`src/rtl/signal_demodulation.sv`:
```
// rtl/signal_demodulation.sv - ASK/FSK/PSK symbol demodulator for offset-binary ADC samples
// Define DEMOD_METRIC_EN to add the dbg_metric and sym_count outputs.
module signal_demodulation #(
    parameter int SYM_LEN = 256,
    parameter int ASK_THR = 8192,
    parameter int FSK_THR = 3,
    parameter int HYST    = 8
) (
    input  logic        clk,
    input  logic        rst_n,
    input  logic [2:0]  key,
    input  logic        sym_sync,
    input  logic [7:0]  adc_data,
    output logic        adc_clk,
    output logic        bit_out,
    output logic        bit_valid,
`ifdef DEMOD_METRIC_EN
    output logic [17:0] dbg_metric,
    output logic [15:0] sym_count,
`endif
    output logic        busy
);
    localparam int CW = $clog2(SYM_LEN);
    localparam logic [2:0] KEY_ASK = 3'b110;
    localparam logic [2:0] KEY_FSK = 3'b101;
    localparam logic [2:0] KEY_PSK = 3'b011;
    localparam logic [CW-1:0]     CNT_LAST  = CW'(SYM_LEN - 1);
    localparam logic [17:0]       ASK_THR_V = 18'(ASK_THR);
    localparam logic [5:0]        FSK_THR_V = 6'(FSK_THR);
    localparam logic signed [8:0] HYST_P    = 9'(HYST);
    localparam logic signed [8:0] HYST_N    = -HYST_P;

    typedef enum logic [1:0] {IDLE, RUN, DUMP} state_t;

    state_t             state_q, state_d;
    logic [7:0]         adc_q, adc_d;
    logic [2:0]         key_q, key_d, mode_q, mode_d;
    logic               sync_q, sync_d, sign_q, sign_d;
    logic [CW-1:0]      cnt_q, cnt_d;
    logic [17:0]        acc_a_q, acc_a_d;
    logic [5:0]         nz_q, nz_d;
    logic signed [17:0] acc_p_q, acc_p_d;
    logic               bit_out_q, bit_out_d, bit_valid_q, bit_valid_d;
`ifdef DEMOD_METRIC_EN
    logic [17:0]        dbg_q, dbg_d;
    logic [15:0]        sym_cnt_q, sym_cnt_d;
`endif

    logic signed [8:0]  s;
    logic [8:0]         abs_s;
    logic signed [17:0] s_ext, psk_term;
    logic               flip, accumulate, restart, decide, clear, dec_bit, key_valid;
    logic [CW-1:0]      cur_cnt;
    logic [17:0]        base_a;
    logic [5:0]         base_nz;
    logic signed [17:0] base_p;

    always_comb begin
        adc_d  = adc_data;
        key_d  = key;
        sync_d = sym_sync;

        s     = $signed({1'b0, adc_q}) - 9'sd128;
        abs_s = s[8] ? -s : s;
        s_ext = {{9{s[8]}}, s};

        // Hysteretic sign tracker; its state deliberately survives symbol boundaries.
        sign_d = sign_q;
        flip   = 1'b0;
        if (!sign_q && (s >= HYST_P)) begin
            sign_d = 1'b1;
            flip   = 1'b1;
        end else if (sign_q && (s <= HYST_N)) begin
            sign_d = 1'b0;
            flip   = 1'b1;
        end

        key_valid = (key_q == KEY_ASK) || (key_q == KEY_FSK) || (key_q == KEY_PSK);

        case (mode_q)
            KEY_ASK: dec_bit = acc_a_q > ASK_THR_V;
            KEY_FSK: dec_bit = nz_q >= FSK_THR_V;
            KEY_PSK: dec_bit = !acc_p_q[17];
            default: dec_bit = 1'b0;
        endcase

        state_d    = state_q;
        mode_d     = mode_q;
        accumulate = 1'b0;
        restart    = 1'b0;
        decide     = 1'b0;
        clear      = 1'b0;
        case (state_q)
            IDLE: begin
                if (key_valid) begin
                    mode_d     = key_q;
                    accumulate = 1'b1;
                    restart    = 1'b1;
                end
            end
            default: begin
                if (key_q != mode_q) begin
                    decide = (state_q == DUMP);
                    if (key_valid) begin
                        mode_d     = key_q;
                        accumulate = 1'b1;
                        restart    = 1'b1;
                    end else begin
                        clear   = 1'b1;
                        state_d = IDLE;
                    end
                end else if ((state_q == DUMP) || (sync_q && (cnt_q == CNT_LAST))) begin
                    decide     = 1'b1;
                    accumulate = 1'b1;
                    restart    = 1'b1;
                end else begin
                    accumulate = 1'b1;
                    restart    = sync_q;
                end
            end
        endcase

        // A restart makes the current sample cnt 0 of a fresh symbol.
        cur_cnt  = restart ? '0 : cnt_q;
        base_a   = restart ? '0 : acc_a_q;
        base_nz  = restart ? '0 : nz_q;
        base_p   = restart ? '0 : acc_p_q;
        psk_term = cur_cnt[CW-1] ? -s_ext : s_ext;

        cnt_d   = cnt_q;
        acc_a_d = acc_a_q;
        nz_d    = nz_q;
        acc_p_d = acc_p_q;
        if (clear) begin
            cnt_d   = '0;
            acc_a_d = '0;
            nz_d    = '0;
            acc_p_d = '0;
        end else if (accumulate) begin
            cnt_d   = cur_cnt + 1'b1;
            acc_a_d = base_a + {9'd0, abs_s};
            nz_d    = (flip && (base_nz != 6'h3f)) ? base_nz + 6'd1 : base_nz;
            acc_p_d = base_p + psk_term;
            state_d = (cur_cnt == CNT_LAST) ? DUMP : RUN;
        end

        bit_valid_d = decide;
        bit_out_d   = decide ? dec_bit : bit_out_q;
`ifdef DEMOD_METRIC_EN
        dbg_d     = dbg_q;
        sym_cnt_d = sym_cnt_q;
        if (decide) begin
            sym_cnt_d = sym_cnt_q + 16'd1;
            case (mode_q)
                KEY_ASK: dbg_d = acc_a_q;
                KEY_FSK: dbg_d = {12'd0, nz_q};
                KEY_PSK: dbg_d = acc_p_q;
                default: dbg_d = '0;
            endcase
        end
`endif
    end

    always_ff @(posedge clk or negedge rst_n) begin
        if (!rst_n) begin
            state_q     <= IDLE;
            adc_q       <= '0;
            key_q       <= '0;
            mode_q      <= '0;
            sync_q      <= 1'b0;
            sign_q      <= 1'b0;
            cnt_q       <= '0;
            acc_a_q     <= '0;
            nz_q        <= '0;
            acc_p_q     <= '0;
            bit_out_q   <= 1'b0;
            bit_valid_q <= 1'b0;
`ifdef DEMOD_METRIC_EN
            dbg_q       <= '0;
            sym_cnt_q   <= '0;
`endif
        end else begin
            state_q     <= state_d;
            adc_q       <= adc_d;
            key_q       <= key_d;
            mode_q      <= mode_d;
            sync_q      <= sync_d;
            sign_q      <= sign_d;
            cnt_q       <= cnt_d;
            acc_a_q     <= acc_a_d;
            nz_q        <= nz_d;
            acc_p_q     <= acc_p_d;
            bit_out_q   <= bit_out_d;
            bit_valid_q <= bit_valid_d;
`ifdef DEMOD_METRIC_EN
            dbg_q       <= dbg_d;
            sym_cnt_q   <= sym_cnt_d;
`endif
        end
    end

    assign adc_clk   = ~clk;
    assign bit_out   = bit_out_q;
    assign bit_valid = bit_valid_q;
    assign busy      = (state_q != IDLE);
`ifdef DEMOD_METRIC_EN
    assign dbg_metric = dbg_q;
    assign sym_count  = sym_cnt_q;
`endif
endmodule

```
`config.mk`:
```
export PLATFORM = sky130hd
export DESIGN_NAME = signal_demodulation
export DESIGN_NICKNAME = d
export VERILOG_FILES = /design/src/rtl/signal_demodulation.sv
export SDC_FILE = /design/constraint.sdc
export NUM_CORES = 1
export LEC_CHECK = 0
export ABC_AREA = 0
export CAP_MARGIN = 40
export CELL_PAD_IN_SITES_DETAIL_PLACEMENT = 1
export CELL_PAD_IN_SITES_GLOBAL_PLACEMENT = 1
export CORE_MARGIN = 2
export CORE_UTILIZATION = 40
export CTS_CLUSTER_SIZE = 25
export DETAILED_ROUTE_END_ITERATION = 8
export HOLD_SLACK_MARGIN = 0.02
export PLACE_DENSITY = 0.79
export SLEW_MARGIN = 30
export SYNTH_ARGS = -nofsm -noshare
export SYNTH_HDL_FRONTEND = slang
export SYNTH_SLANG_ARGS = --single-unit
```
`constraint.sdc`:
```
create_clock -name clk -period 4.12 [get_ports clk]
set_input_delay 0.618 -clock clk [delete_from_list [all_inputs] [get_ports clk]]
set_output_delay 0.618 -clock clk [all_outputs]
set_load 0.03 [all_outputs]
```
-- Word level (Yosys, flattened, before mapping)
Index checks and enable logic that the tools add are counted.
- RAM bits: 0
- bits in read-only memories: 0
- bits in latches: 0
- register bits after elaboration: 70
- memories: 0
- bits of input ports: 14
- multiply operators: 0
- muxes and demuxes: 41
- eq/ne operators: 11
- add/sub/neg operators: 7
- shifts and indexed selects: 0
- bitwise logic cells: 1
- order comparisons: 4
- reductions and logical operators: 14
- divide/modulo/power cells: 0
- operators by type and width (operator ; number):
    two-way mux 18 bit ; 7
    two-way mux 6 bit ; 4
    two-way mux 8 bit ; 3
    adder 18 bit ; 1
    adder 18 x 9 -> 18 bit ; 1
    greater-than comparator 18 x 14 -> 1 bit (second input constant) ; 1
    negator 9 -> 18 bit ; 1
    equality test 8 bit (second input constant) ; 2
    two-way mux 1 bit ; 16
    equality test 3 bit (second input constant) ; 4
    two-way mux 2 bit ; 6
    >= comparator 9 x 5 -> 1 bit (second input constant) ; 1
    <= comparator 9 x 4 -> 1 bit (second input constant) ; 1
    two-way mux 3 bit ; 3
    two-way mux 9 bit ; 1
    negator 9 bit ; 1
    subtractor 8 x 8 -> 9 bit (second input constant) ; 1
    adder 8 x 1 -> 8 bit (second input constant) ; 1
    nonzero test 2 bit ; 4
    adder 6 x 1 -> 6 bit (second input constant) ; 1
    equality test 3 x 2 -> 1 bit (second input constant) ; 2
    >= comparator 6 x 2 -> 1 bit (second input constant) ; 1
    != test 6 bit (second input constant) ; 1
    logical AND 1 bit ; 4
    7 further kinds ; 10

-- Depth between registers and ports, before layout
Gate-level depths: netlist (run 1).
- word-level depth: 12
- gate-level depth with buffers: 16

==> impl_metrics.toml, run 1 <==
[setup_path]
cp.arrival_ns = 4.17
start_kind = "flip-flop"
rrSetupSlack_ns = 0.17
path_cells = "xor2_2 > or4_4 > o21ai_4 > nand2_2 > nor2_1 > xor2_1 > ha_1 > a2111oi_1 > o21ai_1 > a31o_2 > a211o_1 > a31oi_1 > xor2_1 > o21ai_0"
crit_path_frequent_cell = "xor2_1"
crit_path_max_incr_delay_ns = 0.58
crit_family = "compound AO/OA/AOI/OAI gates"
r2r-end = "acc_p_q[11]$_DFFE_PN0P_"
reg2reg_depth = 14
endpoint_kind = "flip-flop"
crit_buf_inv = 0
cp_slowest_cell = "or4_4"
timing.rr.start = "key_q[0]$_DFF_PN0_"
cp.required_ns = 4.34
path_class = "flip-flop to flip-flop"
worstPathMaxFanout = 5

[logic_synthesis]
synth_area_leader_cell = "dfrtp_1"
synth.avg_cell_area_sq_um = 8.770
muxShareOfSynthArea = 0.009984
yosysMostFrequentCell = "dfrtp_1"
synth_top_family_by_area = "compound AO/OA/AOI/OAI gates"
yosysWarnings = 0
syn-num-nets = 592
synth_cell_types = 58
seq_area_frac_synth = 0.3678
yosys.area_share.adder = 0.09511
synth_common_cells = "dfrtp_1 (70), nand2_1 (58), o21ai_0 (50)"
synth_compound_area_frac = 0.2236
synth_area_sq_um = 4762
async_flop_share = 1.000
synth_seq_cells = 70
synth_top_cell_area_share = 0.3678
synth-edff-count = 0
synth-simple-area-share = 0.2057
synthXorXnorAreaFrac = 0.06069
synth_area_leaders = "dfrtp_1 (37%), ha_1 (8.7%), o21ai_0 (5.3%), nand2_1 (4.6%), xor2_1 (4.4%)"
synthFlopType = "dfrtp_1"
netlist_instances = 543

[status]
status = "complete, no violations"

[power]
p_leak_nw = 2.528
power_mw = 2.810
powerDensity_nw_per_um2 = 507.0
max-vdd-ir-drop_uv = 302.1

[grt]
antenna_found_initial = 0
met1_usage = 0.2778
grt_busiest_layer = "met2"
grt_pass1_wl_mm = 22.55
use_met2 = 0.3780
grt_pass1_vias = 4537
grt-ovfl-total = 0
use_met3 = 0.05142
grt_max_degree = 45
grt_usage = 0.2213

[clock_network]
cts_hold_buf = 0
cts_inserted_buffers = 9
htree_num_levels = 3
clockBufferDepth = 2
cts_tree = "built"
clock_latency_ns = 0.35
root_buffer = "clkbuf_16"
clk_pin_slew_worst_paths_ns = 0.06

[floorplan]
rows = 39
core_sq_um = 11520
dieHeight_um = 113.1
die-area_sq_um = 12790
start_util = 0.4135
ios = 18
die_w_um = 113.1

[sta]
finalWorstSetupSlack_ns = 0.1734
slew_headroom = 0.6062
finalCritPeriodShare = 0.9579
whs_ns = 0.2187
drv_slew = 0
finalSetupTns_ns = 0
hold_viol = 0
finalCriticalPeriod_ns = 3.947
worst_clock_skew_ns = 0.009400
setup_viol = 0
max_slew.worst_pin.slew_ns = 0.5846
fmax_ghz = 0.2534

[drt]
drtIter0Drc = 167
postRouteAntennaNets = 0
drc = 0
avgViaCountPerCell = 5.809
drt-pass1-iter-count = 4
totalWireLength_mm = 13.19
wl_per_cell_um = 18.52
vias = 4136

[worst_hold_path]
hp-class = "primary input to async pin"

[finish]
area_growth_pct = 16.37
drive_above_1_share = 0.1054
antennaDiodeCount = 0
register_area_sq_um = 1754
multiInputGateArea_sq_um = 2912
nets = 614
fillers = 1356
utilization = 0.4812

[placed_design]
io_buffer_count = 17
pre_cts_slack_ns = 0.08149
place.gp.congestion = 0.8681
dp_hpwl_mm = 9.289

[job]
cap_viol_max_count = 0
## cell families (layout without fill, tap and decap cells)
group,count (synthesis),after routing
muxes,4,4
xor gates and xnor gates,33,33
and+or+nand+nor,194,194
adders and majority gates,35,35
DFF,70,70
AOI/OAI and AO/OA,163,163
buffers and inverters,44,70
## flip-flops by register name, indices dropped and copies added (netlist names)
register and count:
sync_q 1, key_q 3, acc_a_q 18, adc_q 8, sign_q 1, state_q 2, bit_valid 1, nz_q 6
bit_out 1, acc_p_q 18, mode_q 3, cnt_q 8
## per-stage QoR
| step | instance area (sq um) | std cells |
|---|---|---|
| finish | 5542 | 712 |
| global route | 5542 | 712 |
| CTS | 5443 | 710 |
| detailed placement | 5144 | 695 |
| global placement | 5132 | 694 |
| floorplan | 4762 | 543 |
## routing by layer
layer  wire length (um)  up-vias
met5                  0        -
met4                261        0
met3                411       21
met2               6495       52
met1               6016     2061
li1                   -     2002
## power breakdown
group,switching [mW],leakage (nW),internal (mW)
Combinational,0.583,1.47,0.457
Clock,0.322,0.154,0.515
Sequential,0.108,0.899,0.824
## cell usage in the layout, fill, tap and decap left out, drive strengths merged, types with 3 or more instances in the layout
| cell | count |
|---|---|
| nand3 | 11 |
| a31oi | 9 |
| nand2b | 8 |
| dfrtp | 70 |
| nor4 | 7 |
| inv | 23 |
| mux2 | 3 |
| o21bai | 7 |
| and2 | 33 |
| nand4 | 8 |
| o211ai | 3 |
| a21o | 8 |
| o21a | 4 |
| nor3 | 8 |
| ha | 33 |
| clkdlybuf4s50 | 16 |
| o21ai | 51 |
| a21oi | 33 |
| nor2 | 39 |
| and3 | 5 |
| xnor2 | 9 |
| clkbuf | 13 |
| buf | 15 |
| or2 | 5 |
| nand2 | 58 |
| xor2 | 24 |
| o31ai | 4 |
| a211oi | 4 |
| o211a | 3 |
| or4 | 4 |
| a22o | 12 |
| o22ai | 5 |
## final cells by class
| class | count | share of cell area |
|---|---|---|
| clock buffer | 13 | 0.04809 |
| clock inverter | 4 | 0.008354 |
| inverter | 22 | 0.01490 |
| multi-input combinational | 429 | 0.5254 |
| sequential | 70 | 0.3165 |
| tap | 143 | 0.03229 |
| timing repair buffer | 31 | 0.05441 |
## what timing repair did
item / in CTS / in global routing
cloned: 0 / 1
buffers inserted: 0 / 1
resized for setup: 1 / 16
setup endpoints to repair: 1 / 10
pin swaps: 0 / 1
## how the worst max path moves through the flow
stage / startpoint / to / cells after the start
6_report: key_q[0]$_DFF_PN0_ / acc_p_q[11]$_DFFE_PN0P_ / 14
3_5_place_dp: key_q[1]$_DFF_PN0_ / acc_p_q[10]$_DFFE_PN0P_ / 16
3_3_place_gp: key_q[1]$_DFF_PN0_ / acc_p_q[11]$_DFFE_PN0P_ / 15
4_1_cts: key_q[1]$_DFF_PN0_ / acc_p_q[11]$_DFFE_PN0P_ / 14
5_1_grt: key_q[0]$_DFF_PN0_ / acc_p_q[10]$_DFFE_PN0P_ / 16
2_1_floorplan: key_q[1]$_DFF_PN0_ / acc_p_q[11]$_DFFE_PN0P_ / 15
Note: power is estimated with default switching activity, not from simulation.
==> inputs of run 2 (changes only) <==
--- a/config.mk
+++ b/config.mk
@@ -15,6 +15,7 @@
 export DETAILED_ROUTE_END_ITERATION = 8
 export HOLD_SLACK_MARGIN = 0.02
 export PLACE_DENSITY = 0.79
+export REMOVE_ABC_BUFFERS = 1
 export SLEW_MARGIN = 30
 export SYNTH_ARGS = -nofsm -noshare
 export SYNTH_HDL_FRONTEND = slang
==> impl_metrics.toml, run 2 (synthesized netlist as in run 1, its figures left out) <==
[status]
status = "complete, no violations"

[sta]
max_slew.worst_pin.slew_ns = 0.5960
slew_headroom = 0.6027
whs_ns = 0.2803
setup_viol = 0
worst_clock_skew_ns = 0.006529
fmax_ghz = 0.2540
finalCritPeriodShare = 0.9557
hold_viol = 0
finalCriticalPeriod_ns = 3.938
drv_slew = 0

[clock_network]
clock_latency_ns = 0.35
htree_num_levels = 3
clk_pin_slew_worst_paths_ns = 0.06
clockBufferDepth = 2
root_buffer = "clkbuf_16"
cts_tree = "built"
cts_inserted_buffers = 9

[setup_path]
cp.arrival_ns = 4.17
start_kind = "flip-flop"
worstPathMaxFanout = 33
path_class = "flip-flop to flip-flop"
endpoint_kind = "flip-flop"
cp.required_ns = 4.35

[finish]
area_growth_pct = 16.66
mostFrequentLayoutCells = "dfrtp_1 (69), nand2_1 (57), o21ai_0 (49)"
fillers = 1360
utilization = 0.4824
layout_commonest_cell = "dfrtp_1"
antennaDiodeCount = 0
nets = 613
drive_above_1_share = 0.1054
reg_top3 = "acc_a_q (18), acc_p_q (18)"

[grt]
grt_pass1_wl_mm = 22.73
antenna_found_initial = 0
grt_max_degree = 44
grt_pass1_vias = 4634
grt-ovfl-total = 0
grt_usage = 0.2225

[floorplan]
ios = 18
start_util = 0.4135
die_w_um = 113.1
core_sq_um = 11520
dieHeight_um = 113.1
rows = 39
die-area_sq_um = 12790

[drt]
drt-pass1-iter-count = 4
wl_per_cell_um = 19.24
avgViaCountPerCell = 5.999
drc = 0
totalWireLength_mm = 13.70
postRouteAntennaNets = 0
vias = 4271
drtIter0Drc = 125

[worst_hold_path]
hp-class = "primary input to async pin"

[power]
p_leak_nw = 2.536
max-vdd-ir-drop_uv = 252.4
powerDensity_nw_per_um2 = 524.2

[placed_design]
dp_hpwl_mm = 9.360
io_buffer_count = 17
place.gp.congestion = 0.8401

[job]
cap_viol_max_count = 0
==> run 2: critical path, stage by stage, from the launching register on <==
cell and delay (ns):
dfrtp_2 0.45, xor2_1 0.21, or4_4 0.59, o21ai_4 0.11
buf_12 0.22, and2_1 0.15, ha_1 0.21, inv_1 0.07
fa_1 0.41, nor2b_1 0.15, o21a_1 0.16, o21ai_0 0.08
buf_4 0.17, a21boi_1 0.18, o211ai_1 0.13, a31o_2 0.27
a32o_1 0.26
==> run 2: worst paths after layout <==
| kind | from | end | slack, ns | cells after the start |
|---|---|---|---|---|
| worst max-delay path | key_q[1]$_DFF_PN0_ | acc_p_q[10]$_DFFE_PN0P_ | 0.18 | 16 |
| worst min-delay path | rst_n | acc_p_q[6]$_DFFE_PN0P_ | 0.28 | 1 |
| min in group clk | acc_p_q[14]$_DFFE_PN0P_ | acc_p_q[14]$_DFFE_PN0P_ | 0.47 | 2 |
| worst max register to register | key_q[1]$_DFF_PN0_ | acc_p_q[10]$_DFFE_PN0P_ | 0.18 | 16 |
| worst min register to register | acc_p_q[14]$_DFFE_PN0P_ | acc_p_q[14]$_DFFE_PN0P_ | 0.47 | 2 |
| max in group asynchronous | rst_n | nz_q[4]$_DFFE_PN0P_ | 3.26 | 2 |
==> run 2: power breakdown <==
group / total, mW / internal (mW) / switching (mW)
combinational: 1.06 / 0.455 / 0.608
clock: 0.919 / 0.581 / 0.338
sequential: 0.930 / 0.824 / 0.107
total: 2.91 / 1.86 / 1.05
==> run 2: what timing repair did <==
action / in CTS / in global routing
hold buffers: 0 / 0
gates cloned: 0 / 0
gates resized for setup: 1 / 20
endpoints found under the setup margin: 5 / 11
setup buffers: 0 / 2
==> run 2: layer usage <==
layer | vias to the layer above | global-route usage | share of wire | routed length (um)
met5 | - | 0 | 0 | 0
met4 | 0 | 0.1008 | 0.025 | 349
met3 | 24 | 0.03160 | 0.026 | 355
met2 | 70 | 0.3992 | 0.52 | 7100
met1 | 2185 | 0.2634 | 0.43 | 5892
li1 | 1992 | - | - | -
==> run 2: through the flow <==
stage	power (mW)	area (sq um)	setup TNS, ns	instances	setup WS [ns]
after global placement	1.901	5100	0	691	0.1374
after CTS	2.869	5458	-0.1124	709	-0.06344
after global routing	3.094	5555	-0.03822	712	-0.02278
after floorplan	1.654	4672	-0.2528	522	-0.1018
after detailed placement	1.966	5131	-0.03238	693	-0.02120
final	2.912	5555	0	712	0.1825
==> run 2: final cells by class <==
type	instances	area (sq um)	area share
clock buffers	14	270.3	0.04865
clock inverters	4	68.82	0.01239
inverters	22	82.58	0.01486
multi-input cells	429	2907	0.5232
flip-flops and latches	70	1753	0.3155
well taps	143	178.9	0.03221
repair buffers	30	295.3	0.05315
==> inputs of run 3 (changes only) <==
--- a/config.mk
+++ b/config.mk
@@ -16,6 +16,7 @@
 export HOLD_SLACK_MARGIN = 0.02
 export PLACE_DENSITY = 0.79
 export REMOVE_ABC_BUFFERS = 1
+export SETUP_SLACK_MARGIN = 0.15
 export SLEW_MARGIN = 30
 export SYNTH_ARGS = -nofsm -noshare
 export SYNTH_HDL_FRONTEND = slang
==> impl_metrics.toml, run 3 (synthesized netlist as in run 1, its figures left out) <==
[setup_path]
start_kind = "flip-flop"
path_class = "flip-flop to flip-flop"
cp.arrival_ns = 4.16
endpoint_kind = "flip-flop"
worstPathMaxFanout = 5
cp.required_ns = 4.35

[floorplan]
dieHeight_um = 113.1
die-area_sq_um = 12790
die_w_um = 113.1
start_util = 0.4135
ios = 18
rows = 39
core_sq_um = 11520

[sta]
drv_slew = 0
slew_headroom = 0.6022
whs_ns = 0.2821
worst_clock_skew_ns = 0.005484
finalCritPeriodShare = 0.9541
max_slew.worst_pin.slew_ns = 0.5966
rsz0062_at_grt = "yes"
setup_viol = 0
hold_viol = 0
finalWorstSetupSlack_ns = 0.1892
finalCriticalPeriod_ns = 3.931
fmax_ghz = 0.2544

[grt]
grt_pass1_wl_mm = 22.82
grt_pass1_vias = 4650
grt_max_degree = 44
antenna_found_initial = 0
grt-ovfl-total = 0
grt_usage = 0.2238

[power]
max-vdd-ir-drop_uv = 270.3
power_mw = 2.995
p_leak_nw = 2.600
powerDensity_nw_per_um2 = 523.4

[status]
status = "complete, no violations"

[finish]
antennaDiodeCount = 0
nets = 620
fillers = 1327
reg_top3 = "acc_a_q (18), acc_p_q (18)"
layout_commonest_cell = "dfrtp_1"
instances_no_fill = 719
area_growth_pct = 20.18
drive_above_1_share = 0.1337
utilization = 0.4970
mostFrequentLayoutCells = "dfrtp_1 (66), nand2_1 (57), o21ai_0 (48)"

[clock_network]
clock_latency_ns = 0.35
cts_inserted_buffers = 9
htree_num_levels = 3
clk_pin_slew_worst_paths_ns = 0.06
clockBufferDepth = 2
cts_tree = "built"
root_buffer = "clkbuf_16"

[drt]
avgViaCountPerCell = 5.951
drc = 0
vias = 4279
postRouteAntennaNets = 0
wl_per_cell_um = 20.18
drtIter0Drc = 171
drt-pass1-iter-count = 4
totalWireLength_mm = 14.51

[placed_design]
place.gp.congestion = 0.8401
io_buffer_count = 17
pre_cts_slack_ns = -0.02120
dp_hpwl_mm = 9.360
placedCellCount = 693

[job]
cap_viol_max_count = 0

[worst_hold_path]
hp-class = "primary input to async pin"
==> run 3: cell types whose count changed in the layout (fill, tap and decap cells not counted), moves of 2 or more <==
cell,before,now
buf_4,11,16
dfrtp_1,69,66
dfrtp_2,1,4
xor2_1,24,21
xor2_2,0,3
nor4_2,3,1
nor4_4,1,3
==> run 3: worst paths after layout <==
| check | start | end | slack (ns) | depth (start not counted) |
|---|---|---|---|---|
| min in group clk | acc_p_q[14]$_DFFE_PN0P_ | acc_p_q[14]$_DFFE_PN0P_ | 0.47 | 2 |
| setup reg to reg | mode_q[1]$_DFFE_PN0P_ | acc_p_q[16]$_DFFE_PN0P_ | 0.19 | 16 |
| setup / recovery | mode_q[1]$_DFFE_PN0P_ | acc_p_q[16]$_DFFE_PN0P_ | 0.19 | 16 |
| max in group asynchronous | rst_n | nz_q[2]$_DFFE_PN0P_ | 3.26 | 2 |
| hold / removal | rst_n | acc_p_q[6]$_DFFE_PN0P_ | 0.28 | 1 |
| hold reg to reg | acc_p_q[14]$_DFFE_PN0P_ | acc_p_q[14]$_DFFE_PN0P_ | 0.47 | 2 |
==> run 3: final cells by class <==
cell class,instances,area [sq um],area share
Inverter,22,82.58,0.01443
Sequential cell,70,1757,0.3070
Clock inverter,4,68.82,0.01202
Clock buffer,14,270.3,0.04722
Multi-Input combinational cell,430,3008,0.5256
Tap cell,143,178.9,0.03126
Timing Repair Buffer,36,357.8,0.06253
==> run 3: where the power goes <==
part | switching (mW) | total, mW | leakage (nW) | internal [mW]
logic | 0.643 | 1.14 | 1.53 | 0.495
registers | 0.111 | 0.936 | 0.898 | 0.825
clock network | 0.341 | 0.922 | 0.169 | 0.581
==> run 3: metrics by stage <==
step / TNS, ns / cell area, sq um
2_1_floorplan: -0.2528 / 4672
3_3_place_gp: 0 / 5100
3_5_place_dp: -0.03238 / 5131
4_1_cts: 0 / 5498
5_1_grt: 0 / 5723
6_report: 0 / 5723
==> run 3: timing repair <==
item                       4_1_cts  5_1_grt
buffers inserted                 0        7
pin swaps                        0        8
hold buffers                     0        0
cloned                           0        2
setup endpoints to repair       10       10
resized for setup               14       24
==> run 3: metal layers <==
layer  up-vias  GRT usage  share of wire
met4         0     0.1033          0.022
li1       1996          -              -
met1      2208     0.2641           0.42
met5         -          0              0
met3        20    0.03160          0.019
met2        55     0.4020           0.53
==> run 3: worst max-delay path: stages, from the launching register on <==
cell      delay [ns]
dfrtp_2         0.45
xor2_2          0.24
or4_4           0.60
o21ai_4         0.14
nand2_4         0.11
buf_4           0.19
nor2_1          0.12
xor2_1          0.19
ha_1            0.32
nor2b_1         0.18
o21a_1          0.19
o21ai_0         0.16
buf_4           0.17
a21o_1          0.16
a21oi_2         0.09
o2111a_1        0.24
a221o_1         0.26
